$ cat config.mk
export PLATFORM = sky130hd
export DESIGN_NAME = load_store_unit
export DESIGN_NICKNAME = d
export VERILOG_FILES = /design/src/rtl/load_store_unit.sv
export SDC_FILE = /design/constraint.sdc
export NUM_CORES = 1
export LEC_CHECK = 0
export ABC_AREA = 1
export BUFFER_PORTS_ARGS = -buffer_cell sky130_fd_sc_hd__buf_2
export CORE_UTILIZATION = 45
export DETAILED_ROUTE_END_ITERATION = 10
export GPL_ROUTABILITY_DRIVEN = 0
export GPL_TIMING_DRIVEN = 0
export PLACE_DENSITY = 0.76
export SYNTH_ARGS = -nofsm -noshare
export SYNTH_HDL_FRONTEND = slang
export SYNTH_SLANG_ARGS = --single-unit
$ cat constraint.sdc
create_clock -name clk -period 4 [get_ports clk]
set_input_delay 0.2 -clock clk [delete_from_list [all_inputs] [get_ports clk]]
set_output_delay 0.2 -clock clk [all_outputs]
set_load 0.05 [all_outputs]
$ cat src/rtl/load_store_unit.sv
// Load/store unit between the core and datamem: word-indexed accesses, lane extraction with
// sign/zero extension, read-modify-write for sub-word stores, and fault reporting.
module load_store_unit #(
    parameter int ADDR_W  = 16,
    parameter int MEM_LAT = 1
) (
    input  logic        clk,
    input  logic        rst,
    input  logic        req_valid,
    output logic        req_ready,
    input  logic        req_write,
    input  logic [1:0]  req_size,
    input  logic        req_signed,
    input  logic [31:0] req_addr,
    input  logic [31:0] req_wdata,
    output logic        resp_valid,
    output logic [31:0] resp_rdata,
    output logic        resp_fault,
    output logic [31:0] mem_addr,
    output logic [31:0] mem_wdata,
    output logic        mem_enable,
    output logic        mem_rw,
    input  logic [31:0] mem_rdata
);
    localparam int CNT_W = (MEM_LAT > 1) ? $clog2(MEM_LAT) : 1;

    typedef enum logic [2:0] {IDLE, RD, WAIT, WR, RESP} state_t;

    state_t           state, state_nx;
    logic [CNT_W-1:0] cnt;
    logic             accept, acc_fault, last_wait;
    logic             write_q, signed_q, fault_q;
    logic [1:0]       size_q, lane_q;
    logic [15:0]      wdata_q;
    logic [31:0]      rdata_q;

    function automatic logic [31:0] extend_lane(input logic [31:0] word, input logic [1:0] size,
                                                input logic [1:0] lane, input logic sgn);
        logic signed [7:0]  b;
        logic signed [15:0] h;
        logic [31:0]        r;
        b = word[{lane, 3'b000} +: 8];
        h = word[{lane[1], 4'b0000} +: 16];
        case (size)
            2'b00:   r = sgn ? {{24{b[7]}}, b} : {24'd0, b};
            2'b01:   r = sgn ? {{16{h[15]}}, h} : {16'd0, h};
            default: r = word;
        endcase
        return r;
    endfunction

    function automatic logic [31:0] merge_lane(input logic [31:0] word, input logic [15:0] data,
                                               input logic [1:0] size, input logic [1:0] lane);
        logic [31:0] r;
        r = word;
        if (size == 2'b00) r[{lane, 3'b000} +: 8] = data[7:0];
        else               r[{lane[1], 4'b0000} +: 16] = data;
        return r;
    endfunction

    assign accept    = req_valid && (state == IDLE);
    assign acc_fault = (req_size == 2'b11) ||
                       (req_size == 2'b01 && req_addr[0]) ||
                       (req_size == 2'b10 && req_addr[1:0] != 2'b00) ||
                       (req_addr[31:ADDR_W+2] != '0);
    assign last_wait = (state == WAIT) && (cnt == '0);

    always_comb begin
        state_nx   = state;
        req_ready  = 1'b0;
        resp_valid = 1'b0;
        resp_rdata = '0;
        resp_fault = 1'b0;
        mem_enable = 1'b0;
        mem_rw     = 1'b0;
        case (state)
            IDLE: begin
                req_ready = 1'b1;
                if (req_valid) begin
                    if (acc_fault)                           state_nx = RESP;
                    else if (req_write && req_size == 2'b10) state_nx = WR;
                    else                                     state_nx = RD;
                end
            end
            RD: begin
                mem_enable = 1'b1;
                state_nx   = WAIT;
            end
            WAIT: begin
                if (cnt == '0) state_nx = write_q ? WR : RESP;
            end
            WR: begin
                mem_enable = 1'b1;
                mem_rw     = 1'b1;
                state_nx   = RESP;
            end
            RESP: begin
                resp_valid = 1'b1;
                resp_rdata = rdata_q;
                resp_fault = fault_q;
                state_nx   = IDLE;
            end
            default: state_nx = IDLE;
        endcase
    end

    // Control and datamem-facing registers; all of these are visible outputs and clear on reset.
    always_ff @(posedge clk or posedge rst) begin
        if (rst) begin
            state     <= IDLE;
            cnt       <= '0;
            mem_addr  <= '0;
            mem_wdata <= '0;
        end else begin
            state <= state_nx;
            if (state == RD)                  cnt <= CNT_W'(MEM_LAT - 1);
            else if (state == WAIT && cnt != '0) cnt <= cnt - CNT_W'(1);
            if (accept && !acc_fault) begin
                mem_addr <= {{(32-ADDR_W){1'b0}}, req_addr[ADDR_W+1:2]};
                if (req_write && req_size == 2'b10) mem_wdata <= req_wdata;
            end
            if (last_wait && write_q) mem_wdata <= merge_lane(mem_rdata, wdata_q, size_q, lane_q);
        end
    end

    // Latched request fields; only observed through state-gated outputs, so no reset needed.
    always_ff @(posedge clk) begin
        if (accept) begin
            write_q  <= req_write;
            signed_q <= req_signed;
            size_q   <= req_size;
            lane_q   <= req_addr[1:0];
            wdata_q  <= req_wdata[15:0];
            fault_q  <= acc_fault;
            rdata_q  <= '0;
        end
        if (last_wait && !write_q) rdata_q <= extend_lane(mem_rdata, size_q, lane_q, signed_q);
    end
endmodule

== Word level (Yosys, flattened, before mapping) ==
Cells that the tools add are included.
Operators by class
  add/subtract/negate cells: 3
  reduce and logical (&&, ||, !) cells: 25
  mux-type cells: 25
  shift operators: 6
  bitwise logic cells: 1
  equal/unequal tests: 10
Operators by type and width (number)
  $mux 32: 9
  $bwmux 32: 2
  $pmux 32 s2: 1
  $shift 16x7->32 const A: 1
  $shift 8x7->32 const A: 1
  $shiftx 16x7->32: 1
  $shiftx 32x6->16: 1
  $shiftx 32x6->8: 1
  $shiftx 8x7->32: 1
  $neg 5->7: 2
  $reduce_bool 14->1: 1
  $mux 3: 4
  $pmux 3 s4: 1
  $reduce_bool 2->1: 5
  $logic_and 1x1->1: 9
  $mux 1: 7
  $eq 3x2->1 const B: 2
  $eq 2x1->1 const B: 2
  $eq 2x2->1 const B: 2
  $ne 2x2->1 const B: 2
  $reduce_and 2->1: 2
  $eq 3x1->1 const B: 1
  $eq 3x3->1 const B: 1
  $logic_not 3->1: 1
  other kinds (7): 10
Word-level totals
  register bits after elaboration: 107
  word-level logic and storage cells: 81
  output and inout port bits: 101

== Longest topological paths before layout ==
Gate-level depths: netlist (run 1).
  depth after elaboration: 9
  depth in mapped cells: 14
  gate-level depth less buffers: 11

== Least setup slack after synthesis (run 1) ==
Ideal clock, no wire load.
  kind: reg-to-reg
  start: register state[2]
  end: register rdata_q[0] (enable)
  required time: 3.534 ns
  buffers on the path: 0
  setup time: 0.466 ns
  data arrival time: 2.991 ns
  cell stages (with the launch flop): 4
  path slack: 0.543 ns
  cells stage by stage: dfrtp_1 nor2_2 nand2_1 o21ai_0
On the way
  word-level cells in the longest chain between the ends: 4
  elaborated cells on any way between the ends: 6
Ends and longest elaborated chain
  start: declaration: line 29  | state_t state, state_nx;
  start signal: assignment: line 115  | state <= state_nx;
  $eq 3x2->1: line 66  | assign last_wait = (state == WAIT) && (cnt == '0);
  $logic_and 1x1->1: line 66
  $logic_and 1x1->1: line 137  | if (last_wait && !write_q) rdata_q <= extend_lane(mem_rdata, size_q, lane_q, signed_q);
  $reduce_bool 2->1 (no line) (*)
  end signal: assignment: line 137
  end: declaration: line 35  | logic [31:0] rdata_q;
Mark *: on every way between the ends. The rest lies on a longest branch, timed or not.
A chain may end at the register's enable or synchronous reset.

== Worst setup path in the final report (run 1) ==
  start: register state[2]
  end: register mem_wdata[29]
On the way
  word-level cells in the longest chain between the ends: 5
  elaborated cells on any way between the ends: 10
Ends and longest elaborated chain
  $logic_not 3->1: line 61  | assign accept = req_valid && (state == IDLE);
  $logic_and 1x1->1: line 61
  named net accept: line 31  | logic accept, acc_fault, last_wait;
  $logic_and 1x1->1: line 118  | if (accept && !acc_fault) begin
  $reduce_bool 2->1 (no line)
  $reduce_and 2->1 (no line)
  end signal: assignment: line 120  | if (req_write && req_size == 2'b10) mem_wdata <= req_wdata;
  end signal: assignment: line 122  | if (last_wait && write_q) mem_wdata <= merge_lane(mem_rdata, wdata_q, size_q, lane_q);
  end: declaration: line 20  | output logic [31:0] mem_wdata,
The timed path passes the listed nets, and every way through them passes these cells.

==> reports/metrics.cfg, run 1 <==
[run_status]
status=completed

[grt]
grt_pass1_vias=6162
antenna_found_initial=0
grt_max_degree=41
grt_usage_pct=26.8
grt_pass1_wl_microns=30600
grt_overflow=0

[routing]
ant_nets=0
post_drt_via_cell_ratio=5.20
dr_total_vias=6823
routed_wl_microns=20000
wl_per_cell_microns=15.2
drtPass1Iterations=6
remaining_drc_errors=0
first_iter_violations=709

[placement]
dp.cells=1294
hpwl_microns=15500
dpl_worst_slack_ns=1.48
port_buffers=187

[clocking]
clkSlewWorstSetupHoldPaths_ns=0.07
ctsResizeCount=0
cts_max_level=3
clock-sinks=107
clkLatencyLatePin_ns=0.36
cts_max_path_buffers=2
cts_buffers=9
cts_tree=yes
root_buffer=clkbuf_16

[synthesis]
synth.ff_latch_count=107
synth-simple-area-share_pct=33.6
synth.area.top_cells=edfxtp_1 25%, dfrtp_1 20%, nand2_1 18%
yosysUniqueCellTypes=35
synthArstFlopShare_pct=48.6
yosys_warnings=0
synth_top_family_by_area=simple AND/OR/NAND/NOR gates
synth_compound_area_share_pct=10.4
synth_fa_ha_area_share_pct=0.941
synthMuxAreaShare_pct=0
synthFlopType=edfxtp_1
yosysMostFrequentCell=nand2_1
synth_edf_count=55
ys_seq_area_share_pct=44.4
yosys.area.top_type=edfxtp_1
synth_top_area_share_pct=24.8
ys_top_cells_by_count=325 x nand2_1, 109 x nand3_1, 80 x inv_1
synth_xor_area_share_pct=0
syn_inst=906
avgSynthCellArea_sq_um=7.34
netlist_area_sq_mm=0.00665

[timing]
fin_crit_sh_pct=63.9
maxSlewViolCount=0
fin_ws_ns=1.44
final.setup_skew_ns=0.00556
slew_headroom_pct=46.7
tightest_slew_ns=0.797
setup_tns_ns=0
period_minus_slack_ns=2.56
rsz0062_at_grt=no
maxClockFrequency_mhz=391
finalSetupViolations=0
hold_viol=0

[worst_setup_path]
crit_fanout=25
r2r_slack_ns=1.44
required_ns=4.25
end_kind=register
crit_arrival_ns=2.81
r2r_end=mem_wdata[29]
r2r-start=state[2]
r2r_cells=7
worstSetupPathType=register to register
start_kind=register

[finish]
diodes=0
drive_gt1_share_pct=24.8
layout.nets=1230
area_growth_pct=23.8
nFillCells=1400
finalNonFillerCells=1311

[pwr]
vdd_drop_max_uv=218
p_leak_nw=4.43
powerDensity_mw_per_mm2=439

[floorplan]
start_util_pct=45.9
die_h_microns=124
io_pins=204
rows=44
die_w_microns=124
core-area_sq_mm=0.0145
die_area_sq_mm=0.0153

[min_path]
min-delay-start=req_signed
hold_path_depth=1
hold_path_end=signed_q
hold_path_class=input port to register

[job]
cap_violations=0

-- worst max-delay path, stage by stage (launching register included) --
cell,delay [ns]
dfrtp_1,0.41
nor2_2,0.17
nand2_1,0.17
nor2_4,0.65
nand4_1,0.52
buf_2,0.36
nand3_1,0.10
nand2_1,0.06
-- registers in the layout (all words and copies together), names as in the netlist --
name / flops
lane_q: 2
size_q: 2
write_q: 1
signed_q: 1
cnt: 1
wdata_q: 16
mem_wdata: 32
mem_addr: 16
rdata_q: 32
fault_q: 1
state: 3
-- cells by family (layout without fill, tap and decap cells) --
| logic type | Yosys count | in the layout |
|---|---|---|
| buffers and inverters | 153 | 359 |
| adder cells (fa/ha/maj) | 5 | 5 |
| flip-flops | 107 | 107 |
| AND/OR/NAND/NOR | 530 | 530 |
| AO/OA/AOI/OAI | 110 | 110 |
| other | 1 | 16 |
-- placed cells by master (no fill, tap or decap), types with 5 or more instances in the layout --
cell / n
a21boi_0: 7
a21oi_1: 50
a31oi_1: 7
buf_2: 213
buf_4: 25
clkbuf_1: 15
clkbuf_16: 9
conb_1: 16
dfrtp_1: 52
edfxtp_1: 55
ha_1: 5
inv_1: 79
inv_2: 6
nand2_1: 325
nand3_1: 109
nand4_1: 10
nor2_1: 68
o211ai_1: 23
o21a_1: 8
o221ai_1: 7
or2_2: 7
-- final cells by class --
type,count,area (sq um),area share [%]
Multi-Input combinational cell,661,3050,37.1
Clock buffer,11,233,2.83
Tap cell,184,230,2.80
Buffer,67,385,4.68
Sequential cell,107,2950,35.9
Inverter,86,323,3.92
Clock inverter,5,77.6,0.942
Timing Repair Buffer,190,981,11.9
-- metal layers --
metal  vias up  wire [microns]  global-route usage, %
met5         -               0                      0
met4         0             731                   13.6
met3        63            1920                   6.32
met2       375            8960                   42.2
met1      3033            8360                   34.4
li1       3352               -                      -
-- power breakdown --
group          leakage (nW)  switching [mW]  internal (mW)
Combinational          3.03           0.998          0.332
Clock                 0.146           0.395          0.546
Sequential             1.25          0.0543           1.29
-- worst max-delay path by stage --
stage / start / to / slack, ns / depth (start not counted)
finish: state[2] / mem_wdata[29] / 1.44 / 7
floorplan: state[2] / rdata_q[0] / 0.54 / 3
global route: lane_q[1] / mem_wdata[7] / 1.21 / 12
global placement: state[2] / rdata_q[29] / -0.19 / 3
detailed placement: state[2] / mem_wdata[2] / 1.48 / 7
CTS: state[2] / mem_wdata[2] / 1.44 / 7
-- timing repair --
action,in CTS,in global routing
buffers inserted,0,0
hold buffers,1,0
endpoints found under the hold margin,12,0
-- through the flow --
step,area [sq um],power [mW],utilization (%),hold slack (ns)
after CTS,8230,3.61,56.9,0.0162
after detailed placement,7910,2.68,54.6,0.181
after floorplan,6710,2.34,-,0.299
after global routing,8230,3.78,56.9,0.0193
after global placement,7870,2.66,54.4,0.389
final,8230,3.62,56.9,0.0216
Power figures use the tool's default switching activity.
==> inputs of run 2 (changes only) <==
- ABC_AREA: 1 -> 0
- PLACE_DENSITY: 0.76 -> 0.8
- clock period: 4 -> 2.2 ns (I/O delays scaled with it)
==> run 2 against run 1 <==
Effect of this change: the run now ends with hold timing left; worst hold slack worse by 0.024 ns; maximum frequency is 18% higher; setup slack worse by 1.4 ns; sequential power increased by 62%; global-route usage up 0.93 points; routed wire length decreased by 0.62%; total power is 31% higher; die area fell by 7.8%; critical path depth is the same; clock power rose by 81%; critical endpoint is now mem_wdata[16].
==> reports/metrics.cfg, run 2 <==
[synthesis]
avgSynthCellArea_sq_um=10.3
yosysUniqueCellTypes=52
synthArstFlopShare_pct=48.6
synth.area.top_cells=edfxtp_1 27%, dfrtp_1 21%, a221oi_1 4.7%
syn_inst=592
synth.ff_latch_count=107
yosys_warnings=0
yosysMostFrequentCell=edfxtp_1
synthFlopType=edfxtp_1
synth_top_area_share_pct=27.0
yosys.area.top_type=edfxtp_1
ys_seq_area_share_pct=48.2
netlist_area_sq_mm=0.00613
synth_edf_count=55
ys_top_cells_by_count=55 x edfxtp_1, 52 x dfrtp_1, 45 x clkbuf_1

[min_path]
min-delay-start=req_addr[16]
hold_path_end=mem_addr[14]
hold_path_depth=2
hold_path_class=input port to register

[worst_setup_path]
r2r-start=state[0]
r2r_slack_ns=0.03
required_ns=2.41
r2r_cells=7
worstSetupPathType=register to register
crit_fanout=7
end_kind=register
start_kind=register
crit_arrival_ns=2.38
r2r_end=mem_wdata[16]

[routing]
routed_wl_microns=19800
dr_total_vias=6055
first_iter_violations=950
wl_per_cell_microns=19.2
drtPass1Iterations=6
ant_nets=0
remaining_drc_errors=0
post_drt_via_cell_ratio=5.86

[pwr]
vdd_drop_max_uv=477
p_int_mw=3.40
powerDensity_mw_per_mm2=569
power_frac_seq_pct=46.5
p_leak_nw=3.77
clkPwrFrac_pct=36.0
p_sw_share_pct=27.9
switching_power_mw=1.32
combPwrFrac_pct=17.5
power_mw=4.72

[finish]
area_growth_pct=35.4
top_regs=mem_wdata (32), rdata_q (32)
diodes=0
nFillCells=1086
finalNonFillerCells=1033
mostFrequentLayoutCell=buf_2
layout.nets=960
mostFrequentLayoutCells=188 x buf_2, 55 x edfxtp_1, 51 x dfrtp_1
drive_gt1_share_pct=36.3

[clocking]
root_buffer=clkbuf_16
clkSlewWorstSetupHoldPaths_ns=0.07
cts_buffers=9
cts_max_level=3
clkLatencyLatePin_ns=0.35
cts_max_path_buffers=2
cts_tree=yes
clock-sinks=107

[timing]
period_minus_slack_ns=2.17
rsz0062_at_grt=yes
maxSlewViolCount=0
slew_headroom_pct=51.6
hold_ws_ns=-0.00198
fin_crit_sh_pct=98.5
tightest_slew_ns=0.726
finalSetupViolations=0
hold_viol=1
final.setup_skew_ns=0.0102
maxClockFrequency_mhz=462

[job]
cap_violations=0

[grt]
antenna_found_initial=0
grt_overflow=0
grt_pass1_wl_microns=30000
grt_usage_pct=27.7
grt_pass1_vias=5652
grt_max_degree=33

[floorplan]
io_pins=204
die_h_microns=119
start_util_pct=46.3
rows=42
die_w_microns=119
die_area_sq_mm=0.0141
core-area_sq_mm=0.0132

[placement]
dp.cells=971
port_buffers=187
hpwl_microns=14300

[run_status]
violations=hold timing
status=finished, violations left

-- run 2: cell types whose count changed in the layout (fill, tap and decap cells not counted), moves of 22 or more --
cell and delta:
nand3_1 -107, o211ai_1 -22, and2_1 +34, nor2_1 -52, a221oi_1 +32, dlygate4sd3_1 +34, nand2_1 -303, buf_2 -25
inv_1 -58, a31oi_1 +25, mux2_2 +25
-- run 2: cells by family after synthesis --
kind of cell / Yosys count / synth area share, %
compound gates: 189 / 20.9
simple gates: 150 / 14.4
flops: 107 / 48.2
fa+ha+maj: 5 / 1.02
other cells: 1 / 0.0612
mux: 44 / 7.90
buf+inv: 96 / 7.58
-- run 2: power groups by stage --
| stage | combinational (mW) | clock [mW] | sequential (mW) |
|---|---|---|---|
| global placement | 0.707 | 0 | 2.24 |
| floorplan | 0.473 | 0 | 2.23 |
| global route | 0.872 | 1.77 | 2.20 |
| detailed placement | 0.720 | 0 | 2.24 |
| finish | 0.826 | 1.70 | 2.19 |
| CTS | 0.796 | 1.70 | 2.19 |
-- run 2: final cells by class --
class | instances | area (sq um) | area share, %
Sequential cell | 107 | 2950 | 35.6
Multi-Input combinational cell | 404 | 2910 | 35.0
Timing Repair Buffer | 236 | 1410 | 17.0
Buffer | 69 | 394 | 4.75
Clock buffer | 13 | 292 | 3.51
Tap cell | 176 | 220 | 2.65
Inverter | 25 | 97.6 | 1.18
Clock inverter | 3 | 23.8 | 0.287
-- run 2: repair_timing --
item / 4_1_cts / 5_1_grt
gates resized for setup: 20 / 39
pin swaps: 4 / 11
hold buffers: 35 / 0
endpoints found under the setup margin: 156 / 117
buffers inserted: 7 / 5
endpoints found under the hold margin: 58 / 0
gates cloned: 1 / 0
-- run 2: worst max-delay path, stage by stage (launching register included) --
cell,delay [ns]
dfrtp_1,0.38
buf_6,0.13
or4b_4,0.50
buf_6,0.14
or4_4,0.49
buf_6,0.17
o21ai_2,0.12
a31oi_1,0.11
-- run 2: routing by layer --
metal  vias to the layer above  global-route usage (%)  wire (microns)
met5                         -                       0               0
met4                         0                    13.4             845
met3                        66                    5.89            1770
met2                       392                    45.6            9470
met1                      2833                    34.5            7770
li1                       2764                       -               -
-- run 2: how the worst max path moves through the flow --
stage,from,end,depth (start not counted)
2_1_floorplan,state[0],mem_wdata[0],7
3_3_place_gp,lane_q[1],mem_wdata[22],7
3_5_place_dp,lane_q[1],mem_wdata[16],7
4_1_cts,state[0],mem_wdata[20],7
5_1_grt,state[0],mem_wdata[0],7
6_report,state[0],mem_wdata[16],7
-- run 2: per-stage QoR --
step                      hold WS (ns)  util [%]  setup slack, ns  setup TNS [ns]  area, sq um
after floorplan                  0.209         -          0.00311               0         6190
after global placement           0.301      55.5           -0.548          -33.14         7350
after detailed placement         0.187      55.7           -0.590          -39.71         7370
after CTS                    0.0000346      61.6          0.00431               0         8160
after global routing           0.00659      62.7          -0.0575          -0.562         8300
final                         -0.00198      62.7           0.0334               0         8300
